==> src/rtl/frame_serializer.sv <==
// Parallel-to-serial unloader: captures a packed frame of FIFO_SIZE words and
// emits them word 0 first on a valid/ready stream, with no bubble between frames.
module frame_serializer #(
    parameter int FIFO_SIZE  = 4,
    parameter int DATA_WIDTH = 8
) (
    input  logic                            clk,
    input  logic                            rst_n,
    input  logic [FIFO_SIZE*DATA_WIDTH-1:0] frame_in,
    input  logic                            frame_valid,
    output logic                            frame_ready,
    output logic [DATA_WIDTH-1:0]           data_out,
    output logic                            data_valid,
    input  logic                            data_ready,
    output logic                            data_last,
    output logic                            busy
);

    localparam int IDX_W = (FIFO_SIZE > 1) ? $clog2(FIFO_SIZE) : 1;
    localparam logic [IDX_W-1:0] LAST_IDX = IDX_W'(FIFO_SIZE - 1);

    // Handshake: a transfer happens on any rising edge where valid && ready.
    // Frame side: frame_valid/frame_ready. Word side: data_valid/data_ready.
    // data_valid never drops without a beat; frame_ready may depend on data_ready.
    typedef enum logic {
        IDLE  = 1'b0,
        SHIFT = 1'b1
    } state_e;

    state_e                          state_q, state_d;
    logic [IDX_W-1:0]                idx_q, idx_d;
    logic [FIFO_SIZE*DATA_WIDTH-1:0] frame_q, frame_d;
    logic [DATA_WIDTH-1:0]           word_sel;
    logic                            frame_acc;
    logic                            beat;

    always_comb begin
        word_sel = '0;
        for (int k = 0; k < FIFO_SIZE; k++) begin
            if (idx_q == IDX_W'(k)) begin
                word_sel = frame_q[k*DATA_WIDTH +: DATA_WIDTH];
            end
        end
    end

    assign data_valid  = (state_q == SHIFT);
    assign data_last   = data_valid && (idx_q == LAST_IDX);
    assign data_out    = data_valid ? word_sel : '0;
    assign busy        = data_valid;
    // Accepting on the final beat lets the next frame start without a gap.
    assign frame_ready = !data_valid || (data_last && data_ready);

    assign frame_acc = frame_valid && frame_ready;
    assign beat      = data_valid && data_ready;

    always_comb begin
        state_d = state_q;
        idx_d   = idx_q;
        frame_d = frame_q;
        if (frame_acc) begin
            frame_d = frame_in;
            idx_d   = '0;
            state_d = SHIFT;
        end else if (beat) begin
            if (data_last) begin
                idx_d   = '0;
                state_d = IDLE;
            end else begin
                idx_d = idx_q + IDX_W'(1);
            end
        end
    end

    always_ff @(posedge clk or negedge rst_n) begin
        if (!rst_n) begin
            state_q <= IDLE;
            idx_q   <= '0;
            frame_q <= '0;
        end else begin
            state_q <= state_d;
            idx_q   <= idx_d;
            frame_q <= frame_d;
        end
    end

endmodule

==> config.mk <==
export PLATFORM = sky130hd
export DESIGN_NAME = frame_serializer
export DESIGN_NICKNAME = d
export VERILOG_FILES = /design/src/rtl/frame_serializer.sv
export SDC_FILE = /design/constraint.sdc
export NUM_CORES = 1
export LEC_CHECK = 0
export CORE_ASPECT_RATIO = 0.6
export CORE_MARGIN = 2
export CORE_UTILIZATION = 50
export CTS_BUF_LIST = sky130_fd_sc_hd__clkbuf_4
export DETAILED_ROUTE_END_ITERATION = 6
export PLACE_DENSITY = 0.91
export SLEW_MARGIN = 20
export SYNTH_ARGS = -nofsm -noshare
export SYNTH_HDL_FRONTEND = slang
export SYNTH_SLANG_ARGS = --single-unit
==> constraint.sdc <==
create_clock -name clk -period 2.21 [get_ports clk]
set_input_delay 0.663 -clock clk [delete_from_list [all_inputs] [get_ports clk]]
set_output_delay 0.663 -clock clk [all_outputs]
set_load 0.02 [all_outputs]
**After elaboration in Yosys (flattened, before gate mapping)**

Index checks and enable logic that the tools add are counted.

- Logic and storage cells: 28
- Input port bits: 36
- Memories kept: 0
- Register bits after elaboration: 35
- Memory bits (writable): 0
- Latch bits: 0
- ROM bits: 0

- Muxes and demuxes: 11
- $mul: 0
- Add/subtract/negate cells: 1
- Shift-type cells: 0
- Divide/modulo/power cells: 0
- Reduce and logical (&&, ||, !) cells: 10
- Bitwise gates (word level): 0
- Equality and inequality tests: 3
- $lt $le $gt $ge: 0

Operator list:

| cell | number |
|---|---|
| $mux 8 | 5 |
| $mux 2 | 3 |
| $eq 2x2->1 const B | 2 |
| $logic_and 1x1->1 | 4 |
| $reduce_bool 2->1 | 2 |
| $mux 1 | 3 |
| $add 2x1->2 const B | 1 |
| $eq 2x1->1 const B | 1 |
| $logic_not 2->1 | 1 |
| $reduce_and 2->1 | 1 |
| $logic_not 1->1 | 1 |
| $logic_or 1x1->1 | 1 |

**Depth between registers and ports, before layout**

- Depth after elaboration: 7
- Depth in mapped cells: 6
- Gate-level depth less buffers: 5

**Least setup slack after synthesis**

Ideal clock, no wire load.

- Path kind: reg-to-output
- From: register idx_q[0]
- To: output data_out[0]
- Path slack: 0.167 ns
- Cell stages (with the launch flop): 5
- Required time: 1.547 ns
- Buffers on the path: 1
- Arrival time: 1.380 ns
- Path through: dfrtp_1 ha_1 and2_1 clkbuf_1 a32o_1

- Word-level cells in the longest chain between the ends: 6

RTL lines:

| item | RTL line | source |
|---|---|---|
| from (decl) | 31 | `logic [IDX_W-1:0] idx_q, idx_d;` |
| from (signal assigned) | 81 | `idx_q <= idx_d;` |
| $logic_not 2->1 | 40 | `if (idx_q == IDX_W'(k)) begin` |
| $mux 8 (3 in series) | 40 |  |
| $mux 8 (*) | 40 |  |
| $mux 8 (*) | 48 | `assign data_out = data_valid ? word_sel : '0;` |
| to (decl) | 12 | `output logic [DATA_WIDTH-1:0] data_out,` |

Mark *: on every way between the ends. The rest lies on a longest branch, timed or not.

**Worst setup path in the final report**

- From: register idx_q[1]
- To: output data_out[1]

Same word-level chain as after synthesis.

==> impl_summary.txt <==
----------------------------------------------------
[STA]
  RSZ-0062 raised after global routing ... yes
  Final number of max-transition violations ... 0
  Setup Total Neg Slack ... -2.24 ns
  Final clock period utilization by the worst path ... 113%
  Final count of hold timing violations ... 0
  Headroom to the max-slew limit ... a little under three quarters
  Peak Freq ... a little over 400 MHz
  Setup slack after layout ... -0.277 ns
  Slew of the pin with the lowest slew margin ... roughly 0.43 ns
  Setup violation total in the final timing report ... 10
  Final hold slack ... about 0.52 ns
  Final period demand of the worst path ... 2.49 ns
  Setup clock skew after layout ... ~0.018 ns

[Floorplan]
  Number of cell rows ... 16
  Die Footprint ... between 0.004 and 0.005 mm2
  Vertical die dimension ... ~51 um
  Horizontal extent of the die ... ~80 um
  Ports placed on the boundary ... 48
  Initial core utilization ... a little over half
  Standard cell core area ... between 0.003 and 0.004 mm2

[Clocking]
  Clock Sink Count ... 35
  Clock Path Buffers ... 2
  Clock input transition at the sequential cells of the worst setup and hold paths ... 0.11 ns
  Clock buffer count from CTS ... 5
  Clock latency at the later pin of the worst-skew pair ... 0.34 ns
  CTS tree ... yes
  CTS Root Buffer Type ... sky130_fd_sc_hd__clkbuf_4
  H-Tree Level Count ... 2

[Yosys]
  Area share of the largest cell type after synthesis ... between 40 and 50%
  Number of warnings issued by yosys ... 0
  Combinational family with the most area after synthesis ... multiplexers
  Arithmetic-cell share of the synthesized area counting full adders, half adders and majority gates ... roughly 2.7%
  Cell type with the largest total area after synthesis ... sky130_fd_sc_hd__dfrtp_1
  Area of the mapped netlist ... about 0.0018 mm2
  Post-Synth XOR/XNOR Area ... 0%
  Synthesized instance count ... 132
  Post-synthesis register bit count ... 35
  Synth unique cells ... 20
  Largest cells by area after synthesis ... sky130_fd_sc_hd__dfrtp_1, sky130_fd_sc_hd__mux2_4, sky130_fd_sc_hd__a32o_1
  Post-synthesis compound-gate area fraction ... a little over a tenth
  Post-synthesis share of cell area spent on and, or, nand and nor gates ... under 10%
  Number of nets produced by synthesis ... approximately 170
  Synth Area per Inst ... ~14 um2
  Multiplexer share of the synthesized area ... a little over a quarter
  Part of the Yosys area used for sequential elements ... ~48%

[Setup path]
  Standard cell with the maximum stage delay on the critical path ... sky130_fd_sc_hd__dfrtp_1
  Critical Path AT ... 1.82 ns
  WS Path Type ... flop to output port
  Required time of the critical path ... roughly 1.6 ns
  Critical path launch point type ... flop
  Cells along the critical path ... buf_4 -> buf_4 -> ha_4 -> nor2b_4 -> buf_6 -> a32o_2 -> buf_6
  Maximum cell stage delay along the critical path ... approximately 0.41 ns
  R2r worst-path depth ... 9
  Kind of end point of the critical path ... output port
  Critical path fanouts, max ... 5
  Beginning of the critical path ... idx_q[1]$_DFFE_PN0P_
  Startpoint of the most critical register-to-register path ... idx_q[1]$_DFFE_PN0P_

[Run status]
  Failing checks ... negative setup slack
  Result of the run ... complete, but fails checks

[Power]
  Leakage component of the power ... around 1.3 nW
  Cell Pwr Density ... between 1500 and 2000 mW/mm2
  Max IR drop VDD ... around 1.1 mV

[Min path]
  Instance count along the most critical hold path ... 1
  Class of the most critical hold timing path ... flop to flop
  Hold Path Origin ... frame_q[19]$_DFFE_PN0N_

[Place]
  Count of buffers from port buffering ... 47
  HPWL reported at the end of detailed placement ... 2780 um
  Cell area after placement ... about 0.0024 mm2
  RePlAce Congestion ... 0.870

[Final layout]
  Count of inserted antenna diode cells ... 0
  Nets ... between 200 and 250
  Synth-to-layout area growth ... 46.2%
  Fraction of final layout cells sized beyond drive strength 1 ... about 48%
  Fin util ... 79.4%
  Design area ... 0.00267 mm2

[Routing]
  Routed wire length per instance ... approximately 19 um
  First drt pass iteration count ... 5
  Post-detailed-route count of antenna-violating nets ... 0
  Via count ... between 1000 and 1500
  Iteration-0 DRC count of the detailed router ... 117
  Via density per instance ... ~5.5
  Total routed wirelength ... between 4000 and 5000 um
  Residual DRC ... 0

[GRT]
  Via count of the first global-routing pass ... about 1400
  Global Route Usage Sum ... approximately 22%
  Antenna violations before repair ... 0
  GR Overflow Total ... 0
  First-pass GRT wire length ... around 6700 um
  Pin count of the biggest net entering global routing ... 36

[Flow run]
  Maximum capacitance violations ... 0

----------------------------------------------------
routing by layer:
layer / vias up / part of all wire [%] / global-route usage (%)
li1: 613 / - / -
met1: 665 / 44 / 32.3
met2: 73 / 45 / 33.2
met3: 12 / 8.8 / 6.65
met4: 0 / 2.4 / 5.56
met5: - / 0 / 0
layout make-up:
type                       instances  area [um2]
fill                             180         694
sequential                        35         876
clock buffer                       7        52.6
tap                               45        56.3
inverter                           2        10.0
timing repair buffer              70         721
clock inverter                     1        5.00
multi-input combinational         87         948
cells in the mapped netlist (all sizes together):
cell type,instances
buf,7
a21bo,1
mux2i,1
clkbuf,2
o21ai,9
ha,4
nor2b,1
and2,1
a32o,9
nand2b,8
dfrtp,35
inv,2
mux2,32
a21oi,8
nand2,11
or2b,1
cells in the final DEF, fill, tap and decap left out, types with 2 or more instances in the layout:
master / n
sky130_fd_sc_hd__dlymetal6s2s_1: 2
sky130_fd_sc_hd__mux2_2: 2
sky130_fd_sc_hd__clkbuf_4: 7
sky130_fd_sc_hd__nand2b_1: 8
sky130_fd_sc_hd__o21ai_1: 7
sky130_fd_sc_hd__and2_4: 2
sky130_fd_sc_hd__buf_4: 14
sky130_fd_sc_hd__a21oi_2: 4
sky130_fd_sc_hd__ha_4: 4
sky130_fd_sc_hd__buf_6: 16
sky130_fd_sc_hd__nand2_1: 10
sky130_fd_sc_hd__clkdlybuf4s50_1: 35
sky130_fd_sc_hd__a32o_1: 2
sky130_fd_sc_hd__mux2_4: 30
sky130_fd_sc_hd__a32o_2: 7
sky130_fd_sc_hd__a21oi_1: 4
sky130_fd_sc_hd__dfrtp_1: 35
sky130_fd_sc_hd__buf_12: 3
flip-flops by register name, indices dropped and copies added, names as in the netlist:
signal / cells
busy: 1
idx_q: 2
frame_q: 32
logic make-up (layout without fill, tap and decap cells):
group / Yosys count / after routing
buffers and inverters: 11 / 80
AOI/OAI and AO/OA: 27 / 27
muxes: 33 / 33
DFF: 35 / 35
adders and majority gates: 4 / 4
and+or+nand+nor: 22 / 23
final timing paths:
check                                          end  slack (ns)
setup / recovery                       data_out[1]       -0.28
hold / removal             frame_q[19]$_DFFE_PN0N_        0.52
setup reg to reg            frame_q[2]$_DFFE_PN0N_        0.13
hold reg to reg            frame_q[19]$_DFFE_PN0N_        0.52
max in group asynchronous   frame_q[7]$_DFFE_PN0N_        1.17
min in group asynchronous  frame_q[21]$_DFFE_PN0N_        0.73
through the flow:
step	setup slack (ns)	std cells	total power [mW]
final	-0.277	247	4.02
after floorplan	0.167	132	2.40
after global placement	-0.329	230	3.06
after CTS	-0.184	242	3.65
after detailed placement	-0.393	230	3.12
after global routing	-0.341	247	4.24
power by group:
| group | switching, mW | leakage [nW] | internal, mW |
|---|---|---|---|
| Clock | 0.206 | 0.0361 | 0.149 |
| Sequential | 0.222 | 0.418 | 0.957 |
| Combinational | 1.03 | 0.828 | 1.45 |
critical path: cells and delay by family, from the launching register on:
family / cells / cell delay [ns]
AO/OA/AOI/OAI: 1 / 0.20
adder cells (fa/ha/maj): 1 / 0.17
buffers and inverters: 4 / 0.54
flip-flops: 1 / 0.41
AND/OR/NAND/NOR: 1 / 0.16
what timing repair did:
action / CTS / global route
resized for setup: 78 / 31
setup endpoints to repair: 10 / 12
pin swaps: 5 / 5
hold buffers: 0 / 0
gates cloned: 2 / 0
setup buffers: 3 / 5
(Power assumes the default switching activity.)
